--- src/rtl/project_period_counter_ctrl.sv ---
// project_period_counter_ctrl: register front-end for a period counter.
// Shadowed period/compare/phase registers with conditional transfer, run/start/stop FSM.
`default_nettype none

module project_period_counter_ctrl (
    input  logic        i_clk,
    input  logic        i_reset,
    input  logic        i_wr_en,
    input  logic [2:0]  i_wr_addr,
    input  logic [15:0] i_wr_data,
    input  logic [15:0] i_counter_value,
    output logic        o_en,
    output logic        o_phase_en,
    output logic [1:0]  o_mode,
    output logic [1:0]  o_sync_sel,
    output logic        o_sync_en,
    output logic        o_phase_direction,
    output logic [15:0] o_period,
    output logic [15:0] o_compare_b,
    output logic [15:0] o_phase,
    output logic        o_pending,
    output logic        o_running
);

    typedef enum logic [1:0] {
        ST_STOPPED = 2'd0,
        ST_START   = 2'd1,
        ST_RUN     = 2'd2
    } state_t;

    localparam logic [2:0] c_ADDR_CTRL   = 3'd0;
    localparam logic [2:0] c_ADDR_PERIOD = 3'd1;
    localparam logic [2:0] c_ADDR_CMPB   = 3'd2;
    localparam logic [2:0] c_ADDR_PHASE  = 3'd3;
    localparam logic [2:0] c_ADDR_COMMIT = 3'd4;

    state_t      r_state;
    state_t      w_state_nxt;

    logic [1:0]  r_mode;
    logic [1:0]  r_sync_sel;
    logic        r_sync_en;
    logic        r_phase_dir;
    logic [1:0]  r_load_mode;

    logic [15:0] r_sh_period;
    logic [15:0] r_sh_cmpb;
    logic [15:0] r_sh_phase;
    logic [15:0] r_period;
    logic [15:0] r_cmpb;
    logic [15:0] r_phase;
    logic        r_pending;

    logic        r_en;
    logic        r_phase_en;
    logic        r_running;
    logic        w_en_nxt;
    logic        w_phase_en_nxt;
    logic        w_running_nxt;

    logic        w_wr_ctrl;
    logic        w_commit;
    logic        w_at_zero;
    logic        w_at_period;
    logic        w_transfer;

    assign w_wr_ctrl   = i_wr_en && (i_wr_addr == c_ADDR_CTRL);
    assign w_commit    = i_wr_en && (i_wr_addr == c_ADDR_COMMIT) && i_wr_data[0];
    assign w_at_zero   = (i_counter_value == 16'd0);
    assign w_at_period = (i_counter_value == r_period);

    // Outside RUN a pending commit lands on the next edge; in RUN it waits for the alignment point.
    always_comb begin
        w_transfer = 1'b0;
        if (r_pending) begin
            if (r_state == ST_RUN) begin
                case (r_load_mode)
                    2'b00:   w_transfer = 1'b1;
                    2'b01:   w_transfer = w_at_zero;
                    2'b10:   w_transfer = w_at_period;
                    default: w_transfer = w_at_zero || w_at_period;
                endcase
            end else begin
                w_transfer = 1'b1;
            end
        end
    end

    always_comb begin
        w_state_nxt    = r_state;
        w_en_nxt       = 1'b0;
        w_phase_en_nxt = 1'b0;
        w_running_nxt  = 1'b0;
        case (r_state)
            ST_STOPPED: if (w_wr_ctrl && i_wr_data[0]) w_state_nxt = ST_START;
            ST_START:   w_state_nxt = (w_wr_ctrl && !i_wr_data[0]) ? ST_STOPPED : ST_RUN;
            ST_RUN:     if (w_wr_ctrl && !i_wr_data[0]) w_state_nxt = ST_STOPPED;
            default:    w_state_nxt = ST_STOPPED;
        endcase
        // Outputs are registered from the next state so they line up with r_state.
        w_en_nxt       = (w_state_nxt == ST_START) || (w_state_nxt == ST_RUN);
        w_phase_en_nxt = (w_state_nxt == ST_START);
        w_running_nxt  = (w_state_nxt == ST_RUN);
    end

    always_ff @(posedge i_clk or posedge i_reset) begin
        if (i_reset) begin
            r_state    <= ST_STOPPED;
            r_en       <= 1'b0;
            r_phase_en <= 1'b0;
            r_running  <= 1'b0;
        end else begin
            r_state    <= w_state_nxt;
            r_en       <= w_en_nxt;
            r_phase_en <= w_phase_en_nxt;
            r_running  <= w_running_nxt;
        end
    end

    always_ff @(posedge i_clk or posedge i_reset) begin
        if (i_reset) begin
            r_mode      <= 2'b00;
            r_sync_sel  <= 2'b00;
            r_sync_en   <= 1'b0;
            r_phase_dir <= 1'b0;
            r_load_mode <= 2'b00;
            r_sh_period <= 16'd0;
            r_sh_cmpb   <= 16'd0;
            r_sh_phase  <= 16'd0;
        end else if (i_wr_en) begin
            case (i_wr_addr)
                c_ADDR_CTRL: begin
                    r_mode      <= i_wr_data[2:1];
                    r_sync_sel  <= i_wr_data[4:3];
                    r_sync_en   <= i_wr_data[5];
                    r_phase_dir <= i_wr_data[6];
                    r_load_mode <= i_wr_data[8:7];
                end
                c_ADDR_PERIOD: r_sh_period <= i_wr_data;
                c_ADDR_CMPB:   r_sh_cmpb   <= i_wr_data;
                c_ADDR_PHASE:  r_sh_phase  <= i_wr_data;
                default: ;
            endcase
        end
    end

    // Actives take the pre-write shadow values; a commit in the transfer cycle re-arms pending.
    always_ff @(posedge i_clk or posedge i_reset) begin
        if (i_reset) begin
            r_period  <= 16'd0;
            r_cmpb    <= 16'd0;
            r_phase   <= 16'd0;
            r_pending <= 1'b0;
        end else begin
            if (w_transfer) begin
                r_period <= r_sh_period;
                r_cmpb   <= r_sh_cmpb;
                r_phase  <= r_sh_phase;
            end
            if (w_commit)
                r_pending <= 1'b1;
            else if (w_transfer)
                r_pending <= 1'b0;
        end
    end

    assign o_en              = r_en;
    assign o_phase_en        = r_phase_en;
    assign o_running         = r_running;
    assign o_mode            = r_mode;
    assign o_sync_sel        = r_sync_sel;
    assign o_sync_en         = r_sync_en;
    assign o_phase_direction = r_phase_dir;
    assign o_period          = r_period;
    assign o_compare_b       = r_cmpb;
    assign o_phase           = r_phase;
    assign o_pending         = r_pending;

endmodule

`default_nettype wire

--- config.mk ---
export PLATFORM = sky130hd
export DESIGN_NAME = project_period_counter_ctrl
export DESIGN_NICKNAME = d
export VERILOG_FILES = /design/src/rtl/project_period_counter_ctrl.sv
export SDC_FILE = /design/constraint.sdc
export NUM_CORES = 1
export LEC_CHECK = 0
export BUFFER_PORTS_ARGS = -buffer_cell sky130_fd_sc_hd__buf_2
export CAP_MARGIN = 25
export CELL_PAD_IN_SITES_DETAIL_PLACEMENT = 1
export CELL_PAD_IN_SITES_GLOBAL_PLACEMENT = 2
export CORE_ASPECT_RATIO = 0.9
export CORE_MARGIN = 10
export CORE_UTILIZATION = 38
export DETAILED_ROUTE_END_ITERATION = 16
export GPL_TIMING_DRIVEN = 0
export PLACE_DENSITY = 0.81
export SLEW_MARGIN = 20
export SYNTH_ARGS = -nofsm -noshare
export SYNTH_HDL_FRONTEND = slang
export SYNTH_SLANG_ARGS = --single-unit
--- constraint.sdc ---
create_clock -name i_clk -period 4.22 [get_ports i_clk]
set_input_delay 0.633 -clock i_clk [delete_from_list [all_inputs] [get_ports i_clk]]
set_output_delay 0.633 -clock i_clk [all_outputs]
set_load 0.05 [all_outputs]
==> metrics.txt, run 1 <==
# TYPE chip_impl_metric gauge
chip_impl_info{name="run_status",value="complete, no violations"} 1
chip_impl_metric{name="antenna_violations_before_repair",unit=""} 0
chip_impl_metric{name="routed_wire_length",unit="um"} 11000
chip_impl_metric{name="place_hpwl",unit="um"} 8150
chip_impl_metric{name="mapped_cells",unit=""} 278
chip_impl_metric{name="grt_overflow_total",unit=""} 0
chip_impl_metric{name="timing.final.crit_period",unit="ns"} 2.27
chip_impl_metric{name="cts_buffer_count",unit=""} 9
chip_impl_metric{name="detail_route.wl_per_cell",unit="um"} 20.1
chip_impl_metric{name="drc_errors",unit=""} 0
chip_impl_metric{name="post_synth_and_or_nand_nor_area_fraction",unit="%"} 3.30
chip_impl_metric{name="postSynthRegisterBits",unit=""} 110
chip_impl_metric{name="grt.total_usage",unit="%"} 13.8
chip_impl_metric{name="avgViaCountPerCell",unit=""} 4.77
chip_impl_metric{name="leakage",unit="uW"} 0.00269
chip_impl_metric{name="synth_xor_xnor_area_share",unit="%"} 3.36
chip_impl_metric{name="power-per-cell-area",unit="nW/um^2"} 786
chip_impl_metric{name="setup_viols_final",unit=""} 0
chip_impl_metric{name="multi_input_area",unit="um^2"} 1600
chip_impl_metric{name="synth_area_per_cell",unit="um^2"} 15.9
chip_impl_metric{name="cp_data_required_time",unit="ns"} 4.46
chip_impl_metric{name="clk_path_buf_depth",unit=""} 2
chip_impl_metric{name="yosysUniqueCellTypes",unit=""} 30
chip_impl_metric{name="utilization",unit="%"} 47.9
chip_impl_metric{name="ir_drop",unit="uV"} 298
chip_impl_metric{name="fill_cells",unit=""} 1147
chip_impl_metric{name="clock_tree.htree_level_count",unit=""} 3
chip_impl_metric{name="layout_setup_ws",unit="ns"} 1.95
chip_impl_info{name="crit_family",value="buffers and inverters"} 1
chip_impl_metric{name="synth_compound_area_share",unit="%"} 0.677
chip_impl_metric{name="dp_worst_setup_slack",unit="ns"} 1.61
chip_impl_metric{name="cts.repair.resized",unit=""} 0
chip_impl_info{name="timing_worst_setup_path_type",value="primary input to flip-flop"} 1
chip_impl_info{name="worst_hold_path_type",value="primary input to asynchronous set/reset pin"} 1
chip_impl_metric{name="synth_seq_area_share",unit="%"} 62.1
chip_impl_metric{name="layout.nets",unit=""} 425
chip_impl_info{name="setup.worst_path.start_class",value="primary input"} 1
chip_impl_metric{name="muxShareOfSynthArea",unit="%"} 28.1
chip_impl_metric{name="postCtsSetupRepairBufs",unit=""} 0
chip_impl_metric{name="worst-endpoint-arrival",unit="ns"} 2.50
chip_impl_metric{name="internal_power",unit="uW"} 2530
chip_impl_info{name="crit_path_cell_trace",value="buf_2 > nor2b_1 > nor3b_1 > buf_1 > inv_1 > o21ai_0 > inv_1 > ha_1 > inv_1"} 1
chip_impl_metric{name="synth.cell_area",unit="um^2"} 4430
chip_impl_metric{name="cp.buffers_inverters",unit=""} 5
chip_impl_info{name="cpMaxStageDelayCell",value="sky130_fd_sc_hd__buf_1"} 1
chip_impl_metric{name="effective_utilization_at_floorplan",unit="%"} 38.8
chip_impl_metric{name="power.share.switching",unit="%"} 41.1
chip_impl_metric{name="final_min_period_over_clock_period",unit="%"} 53.7
chip_impl_metric{name="synth_to_final_area_change",unit="%"} 23.5
chip_impl_metric{name="drive_gt1_share",unit="%"} 55.0
chip_impl_info{name="grt_setup_unrepaired",value="false"} 1
chip_impl_metric{name="grt_pass1_vias",unit=""} 3004
chip_impl_metric{name="seq_power_share",unit="%"} 38.0
chip_impl_metric{name="adder_and_majority_gate_portion_of_the_synthesized_area",unit="%"} 0.564
chip_impl_metric{name="drt_first_pass_iters",unit=""} 4
chip_impl_metric{name="ctsHoldBuffers",unit=""} 0
chip_impl_metric{name="number_of_maximum_capacitance_violations",unit=""} 0
chip_impl_metric{name="placer_congestion",unit=""} 0.707
chip_impl_metric{name="timing_worst_slew_pin_value",unit="ns"} 0.716
chip_impl_info{name="cts.root.buffer_cell",value="sky130_fd_sc_hd__clkbuf_16"} 1
chip_impl_metric{name="fp.dieW",unit="um"} 134
chip_impl_metric{name="vias",unit=""} 2600
chip_impl_info{name="crit_path_end_kind",value="flip-flop"} 1
chip_impl_metric{name="std_cell_rows",unit=""} 37
chip_impl_metric{name="portBuffers",unit=""} 95
chip_impl_metric{name="die_area",unit="um^2"} 16400
chip_impl_metric{name="power.share.combinational",unit="%"} 39.8
chip_impl_metric{name="cell_area_reported_after_detailed_placement",unit="um^2"} 5140
chip_impl_metric{name="slew_violations",unit=""} 0
chip_impl_metric{name="finalInstanceArea",unit="um^2"} 5470
chip_impl_info{name="cpMostUsedCell",value="sky130_fd_sc_hd__inv_1"} 1
chip_impl_metric{name="grt_start_max_net_pins",unit=""} 66
chip_impl_metric{name="fmax",unit="MHz"} 441
chip_impl_metric{name="max_stage_delay",unit="ns"} 0.58
chip_impl_metric{name="power.share.clock",unit="%"} 22.2
chip_impl_metric{name="drt_iter0_markers",unit=""} 109
chip_impl_metric{name="synth_nets",unit=""} 318
chip_impl_metric{name="clock_sinks",unit=""} 110
chip_impl_metric{name="total_switching_power",unit="uW"} 1770
chip_impl_metric{name="register_area",unit="um^2"} 2750
chip_impl_info{name="tritoncts_clock_tree",value="done"} 1
chip_impl_metric{name="skew",unit="ns"} 0.00650
chip_impl_metric{name="synthesis.yosys.warnings",unit=""} 0
chip_impl_metric{name="coreArea",unit="um^2"} 11400
chip_impl_metric{name="ios",unit=""} 96
chip_impl_metric{name="die_h",unit="um"} 122
chip_impl_metric{name="detail-route-antenna-nets",unit=""} 0
chip_impl_metric{name="finalHoldViolations",unit=""} 0
chip_impl_metric{name="relative_max_transition_margin",unit="%"} 52.3
chip_impl_metric{name="global_route_wire_length_before_repair",unit="um"} 17400
chip_impl_metric{name="diodes",unit=""} 0
chip_impl_metric{name="clk_pin_slew_worst_paths",unit="ns"} 0.07
chip_impl_metric{name="hold-worst-slack",unit="ns"} 0.382
chip_impl_metric{name="clkLatencyLatePin",unit="ns"} 0.34
chip_impl_info{name="dominant_combinational_cell_family_by_area_after_synthesis",value="multiplexers"} 1
chip_impl_metric{name="worstPathMaxFanout",unit=""} 10
[power groups by stage]
stage	Clock (uW)	Sequential, uW	Combinational (uW)
floorplan	0	2450	467
finish	954	1640	1710
detailed placement	0	1660	1740
global placement	0	1640	1700
global route	1020	1690	1810
CTS	975	1640	1740
[cell families after synthesis]
logic type / after synthesis
DFF: 110
muxes: 104
and+or+nand+nor: 25
xor gates and xnor gates: 17
buffers and inverters: 15
AOI/OAI and AO/OA: 5
adders and majority gates: 2
[registers in the layout (all words and copies together) (netlist names), 16 cells and up]
name,cells
o_period,16
r_sh_period,16
o_compare_b,16
o_phase,16
r_sh_phase,16
r_sh_cmpb,16
[cell usage in the layout, fill, tap and decap left out]
master	count
sky130_fd_sc_hd__a21o_1	1
sky130_fd_sc_hd__a21oi_1	1
sky130_fd_sc_hd__a22oi_1	1
sky130_fd_sc_hd__and3_1	1
sky130_fd_sc_hd__and3b_1	1
sky130_fd_sc_hd__and4_1	1
sky130_fd_sc_hd__buf_1	1
sky130_fd_sc_hd__buf_16	1
sky130_fd_sc_hd__buf_2	99
sky130_fd_sc_hd__buf_6	3
sky130_fd_sc_hd__bufinv_16	3
sky130_fd_sc_hd__clkbuf_1	3
sky130_fd_sc_hd__clkbuf_16	9
sky130_fd_sc_hd__clkbuf_8	1
sky130_fd_sc_hd__clkinv_2	1
sky130_fd_sc_hd__dfrtp_1	110
sky130_fd_sc_hd__ha_1	2
sky130_fd_sc_hd__inv_1	4
sky130_fd_sc_hd__inv_6	1
sky130_fd_sc_hd__mux2_1	8
sky130_fd_sc_hd__mux2_2	76
sky130_fd_sc_hd__mux2_4	20
sky130_fd_sc_hd__nand2_1	1
sky130_fd_sc_hd__nand3_1	4
sky130_fd_sc_hd__nand4_1	3
sky130_fd_sc_hd__nor2_1	4
sky130_fd_sc_hd__nor2b_1	1
sky130_fd_sc_hd__nor3_1	2
sky130_fd_sc_hd__nor3b_1	2
sky130_fd_sc_hd__nor4_1	3
sky130_fd_sc_hd__nor4b_1	1
sky130_fd_sc_hd__o21ai_0	1
sky130_fd_sc_hd__o21ai_1	1
sky130_fd_sc_hd__or3_1	1
sky130_fd_sc_hd__xnor2_1	12
sky130_fd_sc_hd__xor2_1	5
[cells in the mapped netlist (all sizes together)]
| library cell | number | area (um^2) |
|---|---|---|
| dfrtp | 110 | 2750 |
| mux2 | 104 | 1250 |
| xnor2 | 12 | 105 |
| buf | 8 | 57.6 |
| inv | 5 | 18.8 |
| xor2 | 5 | 43.8 |
| nand3 | 4 | 20.0 |
| nor2 | 4 | 15.0 |
| nand4 | 3 | 18.8 |
| nor4 | 3 | 18.8 |
| clkbuf | 2 | 7.51 |
| ha | 2 | 25.0 |
| nor3 | 2 | 10.0 |
| nor3b | 2 | 15.0 |
| o21ai | 2 | 10.0 |
| a21o | 1 | 7.51 |
| a21oi | 1 | 5.00 |
| a22oi | 1 | 7.51 |
| and3 | 1 | 6.26 |
| and3b | 1 | 8.76 |
| and4 | 1 | 8.76 |
| nand2 | 1 | 3.75 |
| nor2b | 1 | 6.26 |
| nor4b | 1 | 8.76 |
| or3 | 1 | 6.26 |
[layer usage]
layer  global-route usage [%]  vias up  share of wire (%)
met5                        0        -                  0
met4                     5.50        0                1.5
met3                     2.74       11                3.7
met2                     22.2       55                 48
met1                     18.0     1345                 47
li1                         -     1189                  -
[final timing paths]
path / from / slack [ns] / to / cells after the start
min: i_reset / 0.38 / r_sh_cmpb[9] / 2
max: i_wr_addr[2] / 1.95 / o_en / 9
min reg2reg: r_sh_phase[5] / 0.49 / o_phase[5] / 1
max reg2reg: o_period[13] / 2.16 / o_compare_b[5] / 7
min in group i_clk: r_sh_phase[5] / 0.49 / o_phase[5] / 1
max in group asynchronous: i_reset / 3.21 / o_phase_direction / 3
[cell type report]
class                      instances  area share (%)
multi-input combinational        153            29.2
tap                              156            3.57
clock inverter                     4            1.74
inverter                           5           0.434
timing repair buffer              96            9.19
clock buffer                      11            4.43
sequential                       110            50.3
buffer                            10            1.19
[per-stage QoR]
stage	total power (uW)	std cells	TNS (ns)
floorplan	2920	278	0
global placement	3340	529	-63.64
detailed placement	3390	530	0
CTS	4360	545	0
global route	4520	545	0
finish	4300	545	0
[worst register-to-register path, cell delays in order (launching register included)]
cell                      delay (ns)
sky130_fd_sc_hd__dfrtp_1        0.42
sky130_fd_sc_hd__xor2_1         0.18
sky130_fd_sc_hd__nor4_1         0.32
sky130_fd_sc_hd__and4_1         0.23
sky130_fd_sc_hd__a22oi_1        0.11
sky130_fd_sc_hd__buf_6          0.20
sky130_fd_sc_hd__buf_6          0.18
sky130_fd_sc_hd__mux2_4         0.30
(Power assumes the default switching activity.)
==> run 2, diff against run 1 <==
==> constraint.sdc (replaced) <==
create_clock -name i_clk -period 2.3 [get_ports i_clk]
set_input_delay 0.345 -clock i_clk [delete_from_list [all_inputs] [get_ports i_clk]]
set_output_delay 0.345 -clock i_clk [all_outputs]
set_load 0.05 [all_outputs]
==> metrics.txt, run 2 (synthesis results as in run 1) <==
# TYPE chip_impl_metric gauge
chip_impl_info{name="run_status",value="complete, no violations"} 1
chip_impl_info{name="crit_family",value="buffers and inverters"} 1
chip_impl_metric{name="drc_errors",unit=""} 0
chip_impl_metric{name="postCtsSetupRepairBufs",unit=""} 0
chip_impl_info{name="grt_setup_unrepaired",value="false"} 1
chip_impl_metric{name="relative_max_transition_margin",unit="%"} 56.6
chip_impl_metric{name="cts_buffer_count",unit=""} 9
chip_impl_metric{name="synth_to_final_area_change",unit="%"} 23.7
chip_impl_metric{name="finalHoldViolations",unit=""} 0
chip_impl_metric{name="power-per-cell-area",unit="nW/um^2"} 1380
chip_impl_metric{name="hold-path-cell-count",unit=""} 2
chip_impl_info{name="mostFrequentLayoutCells",value="sky130_fd_sc_hd__dfrtp_1, sky130_fd_sc_hd__buf_2, sky130_fd_sc_hd__mux2_2"} 1
chip_impl_info{name="cts.root.buffer_cell",value="sky130_fd_sc_hd__clkbuf_16"} 1
chip_impl_metric{name="clk_path_buf_depth",unit=""} 2
chip_impl_metric{name="dp_worst_setup_slack",unit="ns"} -0.0650
chip_impl_metric{name="place_hpwl",unit="um"} 8340
chip_impl_metric{name="clock_tree.htree_level_count",unit=""} 3
chip_impl_metric{name="layout_setup_ws",unit="ns"} 0.131
chip_impl_info{name="r2r-start",value="o_period[5]"} 1
chip_impl_info{name="crit_path_end_kind",value="flip-flop"} 1
chip_impl_metric{name="global_route_wire_length_before_repair",unit="um"} 17800
chip_impl_metric{name="worstRegToRegCells",unit=""} 7
chip_impl_metric{name="ir_drop",unit="uV"} 626
chip_impl_metric{name="fp.dieW",unit="um"} 134
chip_impl_metric{name="placer_congestion",unit=""} 0.747
chip_impl_metric{name="drive_gt1_share",unit="%"} 55.5
chip_impl_metric{name="std_cell_rows",unit=""} 37
chip_impl_metric{name="grt_pass1_vias",unit=""} 3180
chip_impl_metric{name="slew_violations",unit=""} 0
chip_impl_metric{name="grt_start_max_net_pins",unit=""} 35
chip_impl_metric{name="effective_utilization_at_floorplan",unit="%"} 38.8
chip_impl_metric{name="ff2ff_setup_slack",unit="ns"} 0.13
chip_impl_info{name="holdCritStartpoint",value="i_wr_data[14]"} 1
chip_impl_metric{name="setup_viols_final",unit=""} 0
chip_impl_metric{name="routed_wire_length",unit="um"} 11000
chip_impl_metric{name="vias",unit=""} 2675
chip_impl_metric{name="multi_input_area",unit="um^2"} 1600
chip_impl_info{name="timing_worst_setup_path_type",value="flip-flop to flip-flop"} 1
chip_impl_metric{name="layout.nets",unit=""} 429
chip_impl_metric{name="fill_cells",unit=""} 1200
chip_impl_metric{name="leakage",unit="uW"} 0.00269
chip_impl_metric{name="drt_first_pass_iters",unit=""} 4
chip_impl_info{name="r2r_end",value="o_phase[11]"} 1
chip_impl_metric{name="grt_overflow_total",unit=""} 0
chip_impl_metric{name="grt.total_usage",unit="%"} 13.9
chip_impl_metric{name="fmax",unit="MHz"} 461
chip_impl_metric{name="cp_data_required_time",unit="ns"} 2.53
chip_impl_metric{name="coreArea",unit="um^2"} 11400
chip_impl_info{name="worst_hold_path_type",value="primary input to flip-flop"} 1
chip_impl_metric{name="clk_pin_slew_worst_paths",unit="ns"} 0.07
chip_impl_info{name="crit_path_cell_trace",value="xor2_1 > nor4_1 > and4_1 > a22oi_1 > buf_6 > buf_6 > mux2_4"} 1
chip_impl_metric{name="drt_iter0_markers",unit=""} 126
chip_impl_metric{name="detail_route.wl_per_cell",unit="um"} 20.0
chip_impl_info{name="setup.worst_path.start_class",value="flip-flop"} 1
chip_impl_info{name="tritoncts_clock_tree",value="done"} 1
chip_impl_metric{name="portBuffers",unit=""} 95
chip_impl_metric{name="skew",unit="ns"} 0.0121
chip_impl_metric{name="ios",unit=""} 96
chip_impl_metric{name="clock_sinks",unit=""} 110
chip_impl_metric{name="cp.buffers_inverters",unit=""} 2
chip_impl_metric{name="worst-endpoint-arrival",unit="ns"} 2.40
chip_impl_metric{name="die_area",unit="um^2"} 16400
chip_impl_metric{name="final_min_period_over_clock_period",unit="%"} 94.3
chip_impl_metric{name="antenna_violations_before_repair",unit=""} 0
chip_impl_metric{name="diodes",unit=""} 0
chip_impl_info{name="cpMaxStageDelayCell",value="sky130_fd_sc_hd__dfrtp_1"} 1
chip_impl_metric{name="detail-route-antenna-nets",unit=""} 0
chip_impl_metric{name="avgViaCountPerCell",unit=""} 4.87
chip_impl_metric{name="timing.final.crit_period",unit="ns"} 2.17
chip_impl_metric{name="hold-worst-slack",unit="ns"} 0.271
chip_impl_metric{name="die_h",unit="um"} 122
chip_impl_metric{name="timing_worst_slew_pin_value",unit="ns"} 0.650
chip_impl_info{name="cpMostUsedCell",value="sky130_fd_sc_hd__buf_6"} 1
chip_impl_metric{name="register_area",unit="um^2"} 2750
chip_impl_metric{name="worstPathMaxFanout",unit=""} 10
chip_impl_info{name="whs_endpoint",value="r_sh_cmpb[14]"} 1
chip_impl_info{name="commonest_non_fill_non_tap_cell_in_the_layout",value="sky130_fd_sc_hd__dfrtp_1"} 1
chip_impl_metric{name="clkLatencyLatePin",unit="ns"} 0.35
chip_impl_metric{name="max_stage_delay",unit="ns"} 0.43
chip_impl_metric{name="number_of_maximum_capacitance_violations",unit=""} 0
[run 2: stage by stage]
step | std cells | total power, uW | utilization (%) | instance area, um^2 | TNS [ns]
floorplan | 278 | 5350 | - | 4440 | 0
global placement | 529 | 6120 | 44.7 | 5110 | -9.18
detailed placement | 533 | 6230 | 45.5 | 5200 | -0.0650
CTS | 549 | 7710 | 48.0 | 5490 | 0
global route | 549 | 8000 | 48.0 | 5490 | 0
finish | 549 | 7590 | 48.0 | 5490 | 0
[run 2: repair_timing]
item | CTS | global route
gates resized for setup | 0 | 0
hold buffers | 1 | 0
hold endpoints to repair | 9 | 0
[run 2: cell type report]
class | count | area share [%]
plain buffers | 10 | 1.19
well taps | 156 | 3.56
multi-input cells | 153 | 29.1
flip-flops and latches | 110 | 50.2
clock inverters | 6 | 0.867
clock buffers | 9 | 4.11
inverters | 5 | 0.411
repair buffers | 100 | 10.6
[run 2: how the worst max path moves through the flow]
stage	from	endpoint	slack, ns	depth (start not counted)
3_5_place_dp	i_wr_addr[2]	o_en	-0.06	9
2_1_floorplan	o_period[9]	o_compare_b[0]	0.17	7
3_3_place_gp	i_reset	o_running	-0.09	2
6_report	o_period[5]	o_phase[11]	0.13	7
4_1_cts	o_period[5]	o_phase[11]	0.1	7
5_1_grt	i_wr_addr[2]	o_en	0.007	9
[run 2: power breakdown]
part / internal [uW] / switching, uW / leakage [uW] / total [uW]
Combinational: 998 / 2150 / 0.00120 / 3150
Clock: 736 / 700 / 0.000132 / 1440
Sequential: 2570 / 429 / 0.00136 / 3000
Total: 4310 / 3280 / 0.00269 / 7590
[run 2: metal layers]
| layer | vias to the layer above | global-route usage, % | routed length [um] | share of wire (%) |
|---|---|---|---|---|
| li1 | 1203 | - | - | - |
| met1 | 1408 | 16.8 | 4910 | 45 |
| met2 | 55 | 23.7 | 5490 | 50 |
| met3 | 9 | 4.08 | 439 | 4.0 |
| met4 | 0 | 4.48 | 121 | 1.1 |
| met5 | - | 0 | 0 | 0 |
==> run 3, diff against run 2 <==
--- a/config.mk
+++ b/config.mk
@@ -14,6 +14,7 @@
 export CORE_UTILIZATION = 38
 export DETAILED_ROUTE_END_ITERATION = 16
 export GPL_TIMING_DRIVEN = 0
+export MAX_ROUTING_LAYER = met4
 export PLACE_DENSITY = 0.81
 export SLEW_MARGIN = 20
 export SYNTH_ARGS = -nofsm -noshare
==> metrics.txt, run 3 (synthesis results as in run 1) <==
# TYPE chip_impl_metric gauge
chip_impl_metric{name="clk_path_buf_depth",unit=""} 2
chip_impl_metric{name="die_h",unit="um"} 122
chip_impl_metric{name="placer_congestion",unit=""} 0.756
chip_impl_metric{name="ff2ff_setup_slack",unit="ns"} 0.13
chip_impl_metric{name="grt_start_max_net_pins",unit=""} 35
chip_impl_metric{name="antenna_violations_before_repair",unit=""} 0
chip_impl_metric{name="placed_cells_incl_taps",unit=""} 533
chip_impl_metric{name="effective_utilization_at_floorplan",unit="%"} 38.8
chip_impl_metric{name="layout_setup_ws",unit="ns"} 0.130
chip_impl_metric{name="synth_to_final_area_change",unit="%"} 23.7
chip_impl_metric{name="fin_tns_setup",unit="ns"} 0
chip_impl_metric{name="power-per-cell-area",unit="nW/um^2"} 1380
chip_impl_metric{name="layout.nets",unit=""} 429
chip_impl_metric{name="leakage",unit="uW"} 0.00269
chip_impl_metric{name="finalHoldViolations",unit=""} 0
chip_impl_metric{name="max_stage_delay",unit="ns"} 0.43
chip_impl_metric{name="coreArea",unit="um^2"} 11400
chip_impl_metric{name="place_hpwl",unit="um"} 8340
chip_impl_info{name="cts.root.buffer_cell",value="sky130_fd_sc_hd__clkbuf_16"} 1
chip_impl_metric{name="setup_viols_final",unit=""} 0
chip_impl_metric{name="worst-endpoint-arrival",unit="ns"} 2.40
chip_impl_metric{name="ios",unit=""} 96
chip_impl_info{name="crit_path_cell_trace",value="xor2_1 > nor4_1 > and4_1 > a22oi_1 > buf_6 > buf_6 > mux2_4"} 1
chip_impl_metric{name="detail_route.wl_per_cell",unit="um"} 20.0
chip_impl_info{name="crit_path_end_kind",value="flip-flop"} 1
chip_impl_metric{name="diodes",unit=""} 0
chip_impl_info{name="grt_setup_unrepaired",value="false"} 1
chip_impl_info{name="commonest_non_fill_non_tap_cell_in_the_layout",value="sky130_fd_sc_hd__dfrtp_1"} 1
chip_impl_metric{name="std_cell_rows",unit=""} 37
chip_impl_metric{name="timing.final.crit_period",unit="ns"} 2.17
chip_impl_metric{name="total_power",unit="uW"} 7590
chip_impl_metric{name="clk_pin_slew_worst_paths",unit="ns"} 0.07
chip_impl_metric{name="grt_overflow_total",unit=""} 0
chip_impl_info{name="run_status",value="complete, no violations"} 1
chip_impl_metric{name="vias",unit=""} 2671
chip_impl_info{name="cpMaxStageDelayCell",value="sky130_fd_sc_hd__dfrtp_1"} 1
chip_impl_metric{name="drt_iter0_markers",unit=""} 125
chip_impl_metric{name="portBuffers",unit=""} 95
chip_impl_metric{name="drive_gt1_share",unit="%"} 55.5
chip_impl_metric{name="worstPathMaxFanout",unit=""} 10
chip_impl_metric{name="cts_buffer_count",unit=""} 9
chip_impl_metric{name="relative_max_transition_margin",unit="%"} 56.6
chip_impl_info{name="worst_hold_path_type",value="primary input to flip-flop"} 1
chip_impl_metric{name="clock_tree.htree_level_count",unit=""} 3
chip_impl_info{name="cpMostUsedCell",value="sky130_fd_sc_hd__buf_6"} 1
chip_impl_metric{name="number_of_maximum_capacitance_violations",unit=""} 0
chip_impl_metric{name="die_area",unit="um^2"} 16400
chip_impl_info{name="setup.worst_path.start_class",value="flip-flop"} 1
chip_impl_metric{name="cts.repair.resized",unit=""} 0
chip_impl_metric{name="fmax",unit="MHz"} 461
chip_impl_metric{name="clkLatencyLatePin",unit="ns"} 0.34
chip_impl_info{name="mostFrequentLayoutCells",value="sky130_fd_sc_hd__dfrtp_1, sky130_fd_sc_hd__buf_2, sky130_fd_sc_hd__mux2_2"} 1
chip_impl_metric{name="fp.dieW",unit="um"} 134
chip_impl_metric{name="clock_sinks",unit=""} 110
chip_impl_info{name="crit_family",value="buffers and inverters"} 1
chip_impl_metric{name="post_layout_nonfiller_instances",unit=""} 549
chip_impl_metric{name="slew_violations",unit=""} 0
chip_impl_metric{name="cp.buffers_inverters",unit=""} 2
chip_impl_metric{name="fill_cells",unit=""} 1200
chip_impl_metric{name="dp_worst_setup_slack",unit="ns"} -0.0650
chip_impl_metric{name="routed_wire_length",unit="um"} 11000
chip_impl_info{name="timing_worst_setup_path_type",value="flip-flop to flip-flop"} 1
chip_impl_metric{name="grt.total_usage",unit="%"} 14.4
chip_impl_metric{name="timing_worst_slew_pin_value",unit="ns"} 0.651
chip_impl_metric{name="avgViaCountPerCell",unit=""} 4.87
chip_impl_metric{name="drc_errors",unit=""} 0
chip_impl_info{name="tritoncts_clock_tree",value="done"} 1
chip_impl_metric{name="drt_first_pass_iters",unit=""} 4
chip_impl_metric{name="global_route_wire_length_before_repair",unit="um"} 17800
chip_impl_metric{name="detail-route-antenna-nets",unit=""} 0
chip_impl_metric{name="grt_pass1_vias",unit=""} 3186
chip_impl_metric{name="ir_drop",unit="uV"} 626
chip_impl_metric{name="final_min_period_over_clock_period",unit="%"} 94.4
chip_impl_metric{name="skew",unit="ns"} 0.0103
chip_impl_metric{name="cp_data_required_time",unit="ns"} 2.53
run 3: cell counts in the layout (fill, tap and decap cells not counted):
Identical to the previous run, type by type.
run 3: where the power goes:
group	switching (uW)	internal (uW)	leakage, uW
registers	430	2570	0.00136
logic	2150	998	0.00120
clock network	698	736	0.000132
run 3: area by class of cell:
type	count	area, um^2	share of cell area [%]
flip-flops and latches	110	2750	50.2
multi-input cells	153	1600	29.1
repair buffers	100	581	10.6
clock buffers	9	225	4.11
well taps	156	195	3.56
plain buffers	10	65.1	1.19
clock inverters	6	47.5	0.867
inverters	5	22.5	0.411
run 3: path summary, 6_finish.rpt:
kind | end | startpoint | cells after the start
worst max-delay path | o_phase[11] | o_period[5] | 7
worst min-delay path | r_sh_period[14] | i_wr_data[14] | 2
worst max register to register | o_phase[11] | o_period[5] | 7
worst min register to register | o_phase[0] | r_sh_phase[0] | 1
max in group asynchronous | o_running | i_reset | 5
min in group asynchronous | r_sh_phase[9] | i_reset | 3
run 3: metal layers:
| metal | GRT usage [%] | vias up | wire length [um] |
|---|---|---|---|
| met4 | 4.48 | 0 | 124 |
| li1 | - | 1202 | - |
| met5 | - | - | 0 |
| met2 | 23.7 | 57 | 5470 |
| met3 | 3.68 | 9 | 367 |
| met1 | 17.0 | 1403 | 5020 |
run 3: through the flow:
stage          hold WS, ns  cell area (um^2)  utilization (%)
5_1_grt              0.268              5490             48.0
4_1_cts              0.258              5490             48.0
3_5_place_dp         0.319              5200             45.5
6_report             0.269              5490             48.0
3_3_place_gp         0.462              5110             44.7
2_1_floorplan        0.452              4440                -
run 3: repair_timing:
item,CTS,global route
setup buffers,0,0
hold buffers,1,0
endpoints found under the hold margin,9,0
